### src/rtl/instr_encoder_pkg.sv
// Shared definitions for the MIPS instruction encoder: mnemonic indices,
// opcode/funct constants, format classes and field-usage masks.
package instr_encoder_pkg;

    typedef enum logic [5:0] {
        MN_ADD, MN_ADDU, MN_SUB, MN_SUBU, MN_AND, MN_OR, MN_XOR, MN_NOR,
        MN_SLT, MN_SLTU, MN_MULT, MN_MULTU, MN_DIV, MN_DIVU,
        MN_JR, MN_JALR, MN_MFHI, MN_MFLO, MN_SLL, MN_SRL, MN_SRA,
        MN_LB, MN_LH, MN_LW, MN_LBU, MN_LHU, MN_SB, MN_SH, MN_SW,
        MN_ADDI, MN_ADDIU, MN_SLTI, MN_SLTIU, MN_ANDI, MN_ORI, MN_XORI, MN_LUI,
        MN_BEQ, MN_BNE, MN_BLEZ, MN_BGTZ, MN_BLTZ, MN_BGEZ, MN_J, MN_JAL
    } mnem_e;

    localparam int unsigned MNEM_COUNT = 45;

    typedef enum logic [2:0] {
        FMT_R, FMT_SHIFT, FMT_I, FMT_REGIMM, FMT_J, FMT_NONE
    } fmt_e;

    localparam logic [5:0] OP_SPECIAL = 6'h00, OP_REGIMM = 6'h01, OP_J     = 6'h02,
                           OP_JAL     = 6'h03, OP_BEQ    = 6'h04, OP_BNE   = 6'h05,
                           OP_BLEZ    = 6'h06, OP_BGTZ   = 6'h07, OP_ADDI  = 6'h08,
                           OP_ADDIU   = 6'h09, OP_SLTI   = 6'h0A, OP_SLTIU = 6'h0B,
                           OP_ANDI    = 6'h0C, OP_ORI    = 6'h0D, OP_XORI  = 6'h0E,
                           OP_LUI     = 6'h0F, OP_LB     = 6'h20, OP_LH    = 6'h21,
                           OP_LW      = 6'h23, OP_LBU    = 6'h24, OP_LHU   = 6'h25,
                           OP_SB      = 6'h28, OP_SH     = 6'h29, OP_SW    = 6'h2B;

    localparam logic [5:0] FN_SLL  = 6'h00, FN_SRL   = 6'h02, FN_SRA  = 6'h03,
                           FN_JR   = 6'h08, FN_JALR  = 6'h09, FN_MFHI = 6'h10,
                           FN_MFLO = 6'h12, FN_MULT  = 6'h18, FN_MULTU = 6'h19,
                           FN_DIV  = 6'h1A, FN_DIVU  = 6'h1B, FN_ADD  = 6'h20,
                           FN_ADDU = 6'h21, FN_SUB   = 6'h22, FN_SUBU = 6'h23,
                           FN_AND  = 6'h24, FN_OR    = 6'h25, FN_XOR  = 6'h26,
                           FN_NOR  = 6'h27, FN_SLT   = 6'h2A, FN_SLTU = 6'h2B;

    localparam logic [4:0] RT_BLTZ = 5'd0, RT_BGEZ = 5'd1;

    // Field-usage masks {rs, rt, rd}; a cleared bit forces that field to zero
    localparam logic [2:0] FLD_ALU  = 3'b111, FLD_MUL = 3'b110, FLD_JR  = 3'b100,
                           FLD_JALR = 3'b101, FLD_MF  = 3'b001, FLD_SH  = 3'b011,
                           FLD_IMM  = 3'b110, FLD_LUI = 3'b010, FLD_BZ  = 3'b100;

    function automatic logic is_reg_format(input fmt_e f);
        return (f == FMT_R) || (f == FMT_SHIFT);
    endfunction

endpackage

### src/rtl/instr_fifo.sv
// Small output FIFO of {addr, ir} entries; DEPTH must be a power of two (2 or 4).
// No bypass: a push is refused while full even if the head is popped that cycle.
module instr_fifo
    import instr_encoder_pkg::*;
#(
    parameter int DEPTH = 2,
    parameter int WIDTH = 64
) (
    input  logic             clk,
    input  logic             reset,
    input  logic             flush,
    input  logic             push,
    input  logic [WIDTH-1:0] push_data,
    input  logic             pop,
    output logic             full,
    output logic             valid,
    output logic [WIDTH-1:0] head_data
);

    localparam int AW = $clog2(DEPTH);

    logic [WIDTH-1:0] mem [DEPTH];
    logic [AW-1:0]    wr_ptr_reg;
    logic [AW-1:0]    rd_ptr_reg;
    logic [AW:0]      count_reg;
    logic             do_push;
    logic             do_pop;

    assign full    = (count_reg == (AW+1)'(DEPTH));
    assign valid   = (count_reg != '0);
    assign do_push = push && !full && !flush;
    assign do_pop  = pop && valid && !flush;

    // Empty FIFO presents zeros so no stale word is ever visible
    assign head_data = valid ? mem[rd_ptr_reg] : '0;

    always_ff @(posedge clk) begin
        if (do_push) begin
            mem[wr_ptr_reg] <= push_data;
        end
    end

    always_ff @(posedge clk or posedge reset) begin
        if (reset) begin
            wr_ptr_reg <= '0;
            rd_ptr_reg <= '0;
            count_reg  <= '0;
        end else if (flush) begin
            wr_ptr_reg <= '0;
            rd_ptr_reg <= '0;
            count_reg  <= '0;
        end else begin
            if (do_push) begin
                wr_ptr_reg <= wr_ptr_reg + AW'(1);
            end
            if (do_pop) begin
                rd_ptr_reg <= rd_ptr_reg + AW'(1);
            end
            case ({do_push, do_pop})
                2'b10:   count_reg <= count_reg + (AW+1)'(1);
                2'b01:   count_reg <= count_reg - (AW+1)'(1);
                default: count_reg <= count_reg;
            endcase
        end
    end

endmodule

### src/rtl/instr_encoder.sv
// MIPS instruction encoder: combinational encode table, address counter and output FIFO.
// Optional ENCODER_CHECK_EN macro enables the sticky field-check err flag.
module instr_encoder
    import instr_encoder_pkg::*;
#(
    parameter logic [31:0] BASE_ADDR = 32'h0000_3000,
    parameter int          DEPTH     = 2
) (
    input  logic        clk,
    input  logic        reset,
    input  logic        flush,
    input  logic        req_valid,
    output logic        req_ready,
    input  logic [5:0]  req_mnem,
    input  logic [4:0]  req_rs,
    input  logic [4:0]  req_rt,
    input  logic [4:0]  req_rd,
    input  logic [4:0]  req_sa,
    input  logic [15:0] req_imm,
    input  logic [25:0] req_target,
    output logic        out_valid,
    input  logic        out_ready,
    output logic [31:0] out_ir,
    output logic [31:0] out_addr,
    output logic        err
);

    fmt_e        fmt;
    logic [5:0]  op;
    logic [5:0]  fn;
    logic [2:0]  fld;
    logic [4:0]  rt_fix;
    logic [4:0]  rs_f;
    logic [4:0]  rt_f;
    logic [4:0]  rd_f;
    logic [31:0] enc_word;
    logic [31:0] addr_reg;
    logic        fifo_full;
    logic        push;
    logic [63:0] head_data;

    always_comb begin
        fmt    = FMT_NONE;
        op     = OP_SPECIAL;
        fn     = 6'h00;
        fld    = 3'b000;
        rt_fix = 5'd0;
        case (req_mnem)
            MN_ADD:   begin fmt = FMT_R; fn = FN_ADD;   fld = FLD_ALU; end
            MN_ADDU:  begin fmt = FMT_R; fn = FN_ADDU;  fld = FLD_ALU; end
            MN_SUB:   begin fmt = FMT_R; fn = FN_SUB;   fld = FLD_ALU; end
            MN_SUBU:  begin fmt = FMT_R; fn = FN_SUBU;  fld = FLD_ALU; end
            MN_AND:   begin fmt = FMT_R; fn = FN_AND;   fld = FLD_ALU; end
            MN_OR:    begin fmt = FMT_R; fn = FN_OR;    fld = FLD_ALU; end
            MN_XOR:   begin fmt = FMT_R; fn = FN_XOR;   fld = FLD_ALU; end
            MN_NOR:   begin fmt = FMT_R; fn = FN_NOR;   fld = FLD_ALU; end
            MN_SLT:   begin fmt = FMT_R; fn = FN_SLT;   fld = FLD_ALU; end
            MN_SLTU:  begin fmt = FMT_R; fn = FN_SLTU;  fld = FLD_ALU; end
            MN_MULT:  begin fmt = FMT_R; fn = FN_MULT;  fld = FLD_MUL; end
            MN_MULTU: begin fmt = FMT_R; fn = FN_MULTU; fld = FLD_MUL; end
            MN_DIV:   begin fmt = FMT_R; fn = FN_DIV;   fld = FLD_MUL; end
            MN_DIVU:  begin fmt = FMT_R; fn = FN_DIVU;  fld = FLD_MUL; end
            MN_JR:    begin fmt = FMT_R; fn = FN_JR;    fld = FLD_JR;  end
            MN_JALR:  begin fmt = FMT_R; fn = FN_JALR;  fld = FLD_JALR; end
            MN_MFHI:  begin fmt = FMT_R; fn = FN_MFHI;  fld = FLD_MF;  end
            MN_MFLO:  begin fmt = FMT_R; fn = FN_MFLO;  fld = FLD_MF;  end
            MN_SLL:   begin fmt = FMT_SHIFT; fn = FN_SLL; fld = FLD_SH; end
            MN_SRL:   begin fmt = FMT_SHIFT; fn = FN_SRL; fld = FLD_SH; end
            MN_SRA:   begin fmt = FMT_SHIFT; fn = FN_SRA; fld = FLD_SH; end
            MN_LB:    begin fmt = FMT_I; op = OP_LB;    fld = FLD_IMM; end
            MN_LH:    begin fmt = FMT_I; op = OP_LH;    fld = FLD_IMM; end
            MN_LW:    begin fmt = FMT_I; op = OP_LW;    fld = FLD_IMM; end
            MN_LBU:   begin fmt = FMT_I; op = OP_LBU;   fld = FLD_IMM; end
            MN_LHU:   begin fmt = FMT_I; op = OP_LHU;   fld = FLD_IMM; end
            MN_SB:    begin fmt = FMT_I; op = OP_SB;    fld = FLD_IMM; end
            MN_SH:    begin fmt = FMT_I; op = OP_SH;    fld = FLD_IMM; end
            MN_SW:    begin fmt = FMT_I; op = OP_SW;    fld = FLD_IMM; end
            MN_ADDI:  begin fmt = FMT_I; op = OP_ADDI;  fld = FLD_IMM; end
            MN_ADDIU: begin fmt = FMT_I; op = OP_ADDIU; fld = FLD_IMM; end
            MN_SLTI:  begin fmt = FMT_I; op = OP_SLTI;  fld = FLD_IMM; end
            MN_SLTIU: begin fmt = FMT_I; op = OP_SLTIU; fld = FLD_IMM; end
            MN_ANDI:  begin fmt = FMT_I; op = OP_ANDI;  fld = FLD_IMM; end
            MN_ORI:   begin fmt = FMT_I; op = OP_ORI;   fld = FLD_IMM; end
            MN_XORI:  begin fmt = FMT_I; op = OP_XORI;  fld = FLD_IMM; end
            MN_LUI:   begin fmt = FMT_I; op = OP_LUI;   fld = FLD_LUI; end
            MN_BEQ:   begin fmt = FMT_I; op = OP_BEQ;   fld = FLD_IMM; end
            MN_BNE:   begin fmt = FMT_I; op = OP_BNE;   fld = FLD_IMM; end
            MN_BLEZ:  begin fmt = FMT_I; op = OP_BLEZ;  fld = FLD_BZ;  end
            MN_BGTZ:  begin fmt = FMT_I; op = OP_BGTZ;  fld = FLD_BZ;  end
            MN_BLTZ:  begin fmt = FMT_REGIMM; op = OP_REGIMM; fld = FLD_BZ; rt_fix = RT_BLTZ; end
            MN_BGEZ:  begin fmt = FMT_REGIMM; op = OP_REGIMM; fld = FLD_BZ; rt_fix = RT_BGEZ; end
            MN_J:     begin fmt = FMT_J; op = OP_J;   end
            MN_JAL:   begin fmt = FMT_J; op = OP_JAL; end
            default:  begin fmt = FMT_NONE; end
        endcase
    end

    assign rs_f = fld[2] ? req_rs : 5'd0;
    assign rt_f = fld[1] ? req_rt : rt_fix;
    assign rd_f = fld[0] ? req_rd : 5'd0;

    always_comb begin
        enc_word = 32'h0000_0000;
        case (fmt)
            FMT_R:             enc_word = {OP_SPECIAL, rs_f, rt_f, rd_f, 5'd0, fn};
            FMT_SHIFT:         enc_word = {OP_SPECIAL, rs_f, rt_f, rd_f, req_sa, fn};
            FMT_I, FMT_REGIMM: enc_word = {op, rs_f, rt_f, req_imm};
            FMT_J:             enc_word = {op, req_target};
            default:           enc_word = 32'h0000_0000;
        endcase
    end

    assign req_ready = !fifo_full;
    // Flush wins: a request handshaken during flush is dropped, not queued
    assign push      = req_valid && req_ready && !flush;

    always_ff @(posedge clk or posedge reset) begin
        if (reset) begin
            addr_reg <= BASE_ADDR;
        end else if (flush) begin
            addr_reg <= BASE_ADDR;
        end else if (push) begin
            addr_reg <= addr_reg + 32'd4;
        end
    end

`ifdef ENCODER_CHECK_EN
    logic field_bad;
    logic err_reg;

    assign field_bad = (fmt == FMT_NONE)
                    || ((req_sa != 5'd0) && (fmt != FMT_SHIFT))
                    || ((req_rd != 5'd0) && !is_reg_format(fmt));

    always_ff @(posedge clk or posedge reset) begin
        if (reset) begin
            err_reg <= 1'b0;
        end else if (push && field_bad) begin
            err_reg <= 1'b1;
        end
    end

    assign err = err_reg;
`else
    assign err = 1'b0;
`endif

    instr_fifo #(
        .DEPTH (DEPTH),
        .WIDTH (64)
    ) u_fifo (
        .clk       (clk),
        .reset     (reset),
        .flush     (flush),
        .push      (push),
        .push_data ({addr_reg, enc_word}),
        .pop       (out_ready),
        .full      (fifo_full),
        .valid     (out_valid),
        .head_data (head_data)
    );

    assign out_addr = head_data[63:32];
    assign out_ir   = head_data[31:0];

endmodule

### config.mk
export PLATFORM = sky130hd
export DESIGN_NAME = instr_encoder
export DESIGN_NICKNAME = d
export VERILOG_FILES = /design/src/rtl/instr_encoder_pkg.sv /design/src/rtl/instr_fifo.sv /design/src/rtl/instr_encoder.sv
export SDC_FILE = /design/constraint.sdc
export NUM_CORES = 1
export LEC_CHECK = 0
export BUFFER_PORTS_ARGS = -buffer_cell sky130_fd_sc_hd__buf_2
export CORE_UTILIZATION = 55
export DETAILED_ROUTE_END_ITERATION = 8
export PLACE_DENSITY_LB_ADDON = 0.08
export SLEW_MARGIN = 25
export SYNTH_ARGS = -nofsm -noshare
export SYNTH_HDL_FRONTEND = slang
export SYNTH_SLANG_ARGS = --single-unit
### constraint.sdc
create_clock -name clk -period 8.1 [get_ports clk]
set_input_delay 0.81 -clock clk [delete_from_list [all_inputs] [get_ports clk]]
set_output_delay 0.81 -clock clk [all_outputs]
set_load 0.01 [all_outputs]
# Word level (Yosys, flattened, before mapping)
# Memory sizes are Yosys's and may differ from the RTL's.
# Cells that the tools add are included.
# word_totals
register_bits,36
ramBits,128
in_bits,73
out_inout_bits,67
wordCells,106
n_memories,1
# classes
n_addsub,5
n_eq_ne,51
mux,20
reduce_logical,25
# mem_list
name,words,word_bits,rd,rd_ports_with_merged_regs,write_ports,line,rtl
u_fifo.mem,2,64,1,0,1,instr_fifo.sv:22,logic [WIDTH-1:0] mem [DEPTH];
# op_table
cell,count
6-bit one-hot mux with 23 select lines,1
32-bit one-hot mux with 4 select lines,1
6-bit one-hot mux with 20 select lines,1
6-bit by 5-bit == test with 1-bit output (second input constant),16
6-bit == test (second input constant),13
32-bit 2-to-1 mux,2
64-bit 2-to-1 mux,1
6-bit by 4-bit == test with 1-bit output (second input constant),8
32-bit by 3-bit adder with 32-bit output (second input constant),1
6-bit by 3-bit == test with 1-bit output (second input constant),4
3-bit one-hot mux with 7 select lines,1
21-bit OR reduction,1
20-bit OR reduction,1
18-bit OR reduction,1
5-bit 2-to-1 mux,3
3-bit one-hot mux with 5 select lines,1
6-bit by 2-bit == test with 1-bit output (second input constant),2
10-bit OR reduction,1
2-bit nonzero test,4
2-bit OR reduction,4
1-bit 2-to-1 mux,7
3-bit by 2-bit == test with 1-bit output (second input constant),2
6-bit by 1-bit == test with 1-bit output (second input constant),1
1-bit logical AND,6
other kinds (15),18

# Logic depth before layout (Yosys ltp)
# Gate-level depths: netlist of the first run.
# logic_depth
ltp_word,9
mapped_depth,7
mapped_depth_nobuf,6

# Hierarchy
# Synthesis of the first run repeated with hierarchy kept, for this count alone.
# hier_totals
hier_cells,584
area_unflattened_um2,7408.4
# by_module_without_submodules
mod,n_inst,cells_per_inst,area_each_um2,seq_area_each_um2
instr_fifo,1,298,5046.1,3943.8
instr_encoder,1,286,2362.3,753.2

# Worst setup path before layout of the first run
# No wires, ideal clock.
# synth_path
kind,in2reg
startpoint,input port flush
endpoint,"memory u_fifo.mem[1][0], enable pin"
setup_time_ps,568
arrival_ps,5690
required_ps,7532
setup_slack_ps,1843
stages,3
path_buffers,2
cell_sequence,clkbuf_1 clkbuf_1 nor3b_1
# synth_between
elab_chain_len,6
# synth_rtl
element,line,rtl
"start, declared",instr_encoder.sv:11,"input logic flush,"
1-bit zero test (*),"instr_fifo.sv:31, instr_encoder.sv:115",
1-bit logical AND,instr_encoder.sv:115,assign push = req_valid && req_ready && !flush;
1-bit logical AND,instr_fifo.sv:31,assign do_push = push && !full && !flush;
1-bit logical AND (*),instr_fifo.sv:31,
1-bit 2-to-1 mux (*),instr_fifo.sv:38,if (do_push) begin
1-bit 2-to-1 mux (not written as such) (*),instr_fifo.sv:39,mem[wr_ptr_reg] <= push_data;
"end, declared",instr_fifo.sv:22,
# Every way passes the cells marked *; elsewhere a longest branch is shown, timed or not.

# Worst setup path in the final report of the first run
# layout_path
startpoint,register u_fifo.count_reg[1]
endpoint,output port out_addr[8]
# layout_between
elab_chain_len,2
# layout_rtl
element,line,rtl
"start, declared",instr_fifo.sv:25,logic [AW:0] count_reg;
"start signal, assigned",instr_fifo.sv:60,2'b10: count_reg <= count_reg + (AW+1)'(1);
"start signal, assigned",instr_fifo.sv:61,2'b01: count_reg <= count_reg - (AW+1)'(1);
"start signal, assigned",instr_fifo.sv:62,default: count_reg <= count_reg;
2-bit nonzero test,instr_fifo.sv:30,assign valid = (count_reg != '0);
64-bit 2-to-1 mux,instr_fifo.sv:35,assign head_data = valid ? mem[rd_ptr_reg] : '0;
"end, declared",instr_encoder.sv:24,"output logic [31:0] out_addr,"
# No other way between the ends.

==> results.tsv, run 1 <==
metric	value	unit
status	finished, final reports clean	
total of max-cap violations	0	
nets	775	
fin util	0.676	
hold_buf cts	0	
Mapped Area	0.00709	mm²
commonest non-fill, non-tap cell in the layout	buf_2	
most frequent cells in the layout	buf_2, edfxtp_1, nor2_1, mux2i_1, dfrtp_1	
global placement routability congestion	0.828	
worst min path class	primary input to asynchronous set/reset pin	
RSZ-0062 raised after global routing	false	
port bufs	135	
n_diodes	0	
H-tree depth	4	
IO Count	140	
Final Max Slew Viols	0	
worst path required time	7.29	ns
PwrDens	221	mW/mm²
TritonCTS clock tree	yes	
CTS Root Cell	clkbuf_16	
Main synth FF type	edfxtp_1	
Gate Count Post-Synth	570	
ANT nets after route	0	
placed insts	853	
Yosys cell types	55	
Max-slew headroom	0.506	
core area	0.0126	mm²
die height	116	µm
area grow syn2layout	20.2	%
Critical Path Start	u_fifo.count_reg[1]	
clock sink count	156	
first-pass GRT wire length	23.9	mm
Num CTS Buffers	17	
Worst Setup End Kind	output port	
Post-synth ARST share	0.218	
minimum clock period	3.04	ns
final period utilization	0.375	
# setup viols final	0	
setup bufs post-CTS	0	
Seq/Total Area, Yosys	0.637	
Setup Total Neg Slack	0	ns
clk slew on worst S/H paths	0.06	ns
CP max stage delay	0.55	ns
Worst VDD drop	0.168	mV
CP Launch Type	flip-flop	
DRC	0	
crit path kind	flip-flop to output port	
number of global-route vias before repair	4670	
Hold Vio Cnt, Final	0	
largest net degree at the start of global routing	63	
Tot GR Track Use	0.242	
total gr overflow	0	
die area	0.0134	mm²
Longest Clk Path Bufs	2	
#FFs+latches synth	156	
Layout Cells excl Fill	885	
Syn Area/Cell	12.4	µm²
Via density	5.55	
fmax	329	MHz
Lkg Pwr	3.39	nW
worst-path fanout max	39	
Worst-Margin Slew	0.735	ns
initial DRC count	398	
number of enable flip-flop cells after synthesis	122	
initial antenna violation count	0	
Initial Utilization	0.562	
flip-flop count of the largest register after layout	122	
layout cell share with drive strength beyond 1	0.259	
routed len/inst	17.3	µm
reg2reg start	addr_reg[12]	
Site Rows	41	
Resized cells post-CTS	0	
Die X	116	µm
final wirelength	15.3	mm
Clock Skew	0.00553	ns
post-DP HPWL	9.83	mm
CP cell instances	nor2_4 > buf_4 > nor2_1 > buf_2	
drt first pass iters	5	
vias	4913	
yosys synthesis warning count	0	
clock latency on the worst-skew pair	0.42	ns
Critical Path AT	2.23	ns
Slowest-stage cell, CP	nor2_4	
-- critical path, delay by kind of cell, from the launching register on --
kind                   cells  cell delay, ns
and+or+nand+nor            2            0.66
buffers and inverters      2            0.65
DFF                        1            0.46
-- power by group --
group / internal (mW) / switching (mW) / total, mW
Clock: 0.473 / 0.295 / 0.767
Sequential: 0.899 / 0.0159 / 0.915
Combinational: 0.0821 / 0.120 / 0.202
Total: 1.45 / 0.430 / 1.88
-- worst paths after layout --
| kind | to | slack (ns) | depth (start not counted) |
|---|---|---|---|
| worst max-delay path | out_addr[8] | 5.06 | 4 |
| worst min-delay path | addr_reg[31] | 0.49 | 3 |
| worst max register to register | addr_reg[29] | 5.59 | 5 |
| worst min register to register | u_fifo.mem[0][63] | 0.51 | 0 |
| max in group asynchronous | u_fifo.rd_ptr_reg | 7.24 | 3 |
| min in group clk | u_fifo.mem[0][63] | 0.51 | 0 |
-- kinds of logic (layout without fill, tap and decap cells) --
kind of cell / Yosys count / in the layout / synth area share
simple gates: 198 / 198 / 0.136
xor+xnor: 23 / 23 / 0.0284
buf+inv: 53 / 193 / 0.0307
flops: 156 / 156 / 0.637
compound gates: 75 / 75 / 0.0771
other cells: 1 / 4 / 0.000529
mux: 63 / 63 / 0.0889
fa+ha+maj: 1 / 1 / 0.00176
-- through the flow --
stage | total power, mW | instance area, µm² | setup WS, ns | hold slack [ns]
after floorplan | 1.06 | 7100 | 1.84 | 0.462
after detailed placement | 1.13 | 7930 | 5.44 | 0.495
after global placement | 1.13 | 7930 | 5.49 | 0.484
after global routing | 1.95 | 8530 | 4.93 | 0.533
after CTS | 1.89 | 8500 | 5.06 | 0.494
final | 1.88 | 8530 | 5.06 | 0.488
-- cells in the mapped netlist, types with 2 or more instances --
library cell  count  share of area
nand3b_1          3         0.0032
a222oi_1         11          0.016
buf_1             7         0.0037
nand2_1          28          0.015
or2_2             2         0.0018
a22o_1            9          0.011
nor3b_1           2         0.0021
clkbuf_1         21          0.011
mux2i_1          63          0.089
or4_1             3         0.0032
a31oi_1           2         0.0018
nand4_1          10         0.0088
dfstp_2           2         0.0074
xnor2_1           6         0.0074
o21ai_0          13         0.0092
o211ai_1          2         0.0021
inv_1            17         0.0090
a221o_1           6         0.0085
and3_1            5         0.0044
o22ai_1           2         0.0018
nor2b_1           7         0.0062
nand2b_1          7         0.0062
buf_2             3         0.0021
nor3_1            8         0.0056
dfrtp_1          32           0.11
xor2_1           17          0.021
buf_4             4         0.0042
nor4b_1           2         0.0025
or3_1             7         0.0062
edfxtp_1        122           0.52
a21oi_1          18          0.013
nor2_1           94          0.050
a21o_1            2         0.0021
a32o_1            2         0.0028
nand3_1          11         0.0078
-- per-layer routing --
metal	routed length (µm)	part of all wire	vias to the layer above	track usage
met5	0	0	-	0
met4	277	0.018	0	0.0918
met3	750	0.049	19	0.0528
met2	7290	0.48	139	0.388
met1	7020	0.46	2396	0.327
li1	-	-	2359	-
-- cell type report --
cell class,count,area (µm²)
clock buffers,23,478
clock inverters,8,91.3
fillers,950,4090
inverters,18,67.6
multi-input cells,364,2390
flip-flops and latches,156,4520
well taps,172,215
repair buffers,144,763
No activity file was read; power rests on OpenSTA's default activity.
==> run 2: changes to the inputs <==
--- a/config.mk
+++ b/config.mk
@@ -6,7 +6,7 @@
 export NUM_CORES = 1
 export LEC_CHECK = 0
 export BUFFER_PORTS_ARGS = -buffer_cell sky130_fd_sc_hd__buf_2
-export CORE_UTILIZATION = 55
+export CORE_UTILIZATION = 50
 export DETAILED_ROUTE_END_ITERATION = 8
 export PLACE_DENSITY_LB_ADDON = 0.08
 export SLEW_MARGIN = 25
==> constraint.sdc (replaced) <==
create_clock -name clk -period 2.71 [get_ports clk]
set_input_delay 0.271 -clock clk [delete_from_list [all_inputs] [get_ports clk]]
set_output_delay 0.271 -clock clk [all_outputs]
set_load 0.01 [all_outputs]
==> run 2 against run 1 <==
Compared with the run above: clock power rose to 3.0 times the previous value; highest routed layer unchanged; clock skew rose by 0.0016 ns; sequential power rose to 3.0 times the previous value; critical endpoint is now out_ir[27]; count of clock-buffer cells in the layout did not move.
==> results.tsv, run 2 (same netlist as run 1, synthesis figures left out) <==
metric	value	unit	change
vias	4923		+0.20%
clk slew on worst S/H paths	0.06	ns	about the same
Longest Clk Path Bufs	2		unchanged
number of global-route vias before repair	4697		+0.58%
largest net degree at the start of global routing	63		unchanged
ANT nets after route	0		unchanged
PwrDens	657	mW/mm²	+200%
pre-CTS WS	0.647	ns	-4.80 ns
nets	782		+0.90%
# setup viols final	0		unchanged
Max-slew headroom	0.548		+0.0418
initial DRC count	411		+3.3%
TritonCTS clock tree	yes		
Setup Total Neg Slack	0	ns	unchanged
Clock Skew	0.00717	ns	+0.00164 ns
Critical Path AT	1.88	ns	-0.35 ns
first-pass GRT wire length	24.1	mm	+0.84%
clock sink count	156		unchanged
fmax	466	MHz	
drt first pass iters	6		+1
Lkg Pwr	3.44	nW	+1.5%
Site Rows	43		+4.9%
Worst VDD drop	0.443	mV	+160%
CTS Root Cell	clkbuf_16		
most frequent cells in the layout	buf_2, edfxtp_1, nor2_1, mux2i_1, dfrtp_1		
final period utilization	0.793		
die height	121	µm	+4.8%
commonest non-fill, non-tap cell in the layout	buf_2		
CP Launch Type	flip-flop		
status	finished, final reports clean		
fin util	0.623		-0.0528
Worst Setup End Kind	output port		
area grow syn2layout	21.9	%	
Worst-Margin Slew	0.678	ns	-0.0577 ns
minimum clock period	2.15	ns	
final setup margin	0.562	ns	-4.50 ns
DRC	0		unchanged
n_diodes	0		unchanged
placed insts	868		+1.8%
worst-path fanout max	32		-18%
Via density	5.46		-1.6%
Num CTS Buffers	17		unchanged
worst path required time	2.44	ns	-4.85 ns
Tot GR Track Use	0.217		-0.0250
Layout Cells excl Fill	901		+1.8%
global placement routability congestion	0.873		+5.5%
setup bufs post-CTS	0		unchanged
H-tree depth	4		unchanged
routed len/inst	16.6	µm	-4.4%
die area	0.0147	mm²	+9.8%
core area	0.0139	mm²	+10%
Initial Utilization	0.511		-0.0511
layout cell share with drive strength beyond 1	0.266		+0.00683
IO Count	140		unchanged
worst min path class	primary input to flip-flop		
clock latency on the worst-skew pair	0.42	ns	about the same
port bufs	135		unchanged
crit path kind	flip-flop to output port		
Final Max Slew Viols	0		unchanged
flip-flop count of the largest register after layout	122		unchanged
initial antenna violation count	0		unchanged
final wirelength	14.9	mm	-2.7%
RSZ-0062 raised after global routing	false		
Hold Vio Cnt, Final	0		unchanged
post-DP HPWL	10.1	mm	+2.4%
Die X	121	µm	+4.8%
total of max-cap violations	0		unchanged
total gr overflow	0		unchanged
-- run 2: cell types whose count changed in the layout (fill, tap and decap cells not counted), sizes merged --
cell | before | now
buf | 144 | 150
bufinv | 2 | 3
clkinv | 6 | 5
clkinvlp | 0 | 1
dlygate4sd3 | 0 | 1
-- run 2: layout make-up --
cell class | count | area, µm²
clock buffers | 23 | 458
clock inverters | 9 | 121
fillers | 1141 | 5230
inverters | 18 | 70.1
multi-input cells | 364 | 2420
flip-flops and latches | 156 | 4520
well taps | 180 | 225
repair buffers | 151 | 831
-- run 2: report_power, final --
part | switching [mW] | leakage [nW] | internal [mW]
registers | 0.0434 | 1.55 | 2.69
clock network | 0.872 | 0.282 | 1.46
logic | 0.360 | 1.61 | 0.255
-- run 2: final timing paths --
kind	startpoint	end	slack [ns]	cells after the start
max in group asynchronous	reset	addr_reg[22]	1.51	4
min	req_target[12]	u_fifo.mem[1][12]	0.16	3
min in group asynchronous	reset	addr_reg[14]	0.50	3
max reg2reg	u_fifo.count_reg[1]	addr_reg[29]	0.62	6
min reg2reg	addr_reg[29]	u_fifo.mem[0][61]	0.52	0
max	u_fifo.rd_ptr_reg	out_ir[27]	0.56	4
-- run 2: metal layers --
metal / up-vias / global-route usage / share of wire
met2: 124 / 0.358 / 0.50
li1: 2373 / - / -
met1: 2402 / 0.279 / 0.43
met4: 0 / 0.0910 / 0.021
met5: - / 0 / 0
met3: 24 / 0.0461 / 0.041
-- run 2: repair_timing --
item / in CTS / in global routing
hold buffers: 1 / 0
hold endpoints to repair: 14 / 0
endpoints found under the setup margin: 0 / 0
resized for setup: 0 / 0
-- run 2: per-stage QoR --
step	instance area, µm²	power (mW)	hold WS (ns)
2_1_floorplan	7140	3.16	0.411
3_3_place_gp	8040	3.39	0.429
3_5_place_dp	8060	3.40	0.422
4_1_cts	8650	5.73	0.137
5_1_grt	8650	5.88	0.158
6_report	8650	5.68	0.160
-- run 2: critical path, cell delays in order, from the launching register on --
cell	delay (ns)
dfrtp_4	0.65
buf_12	0.30
mux2i_1	0.28
nor2_1	0.06
buf_2	0.15
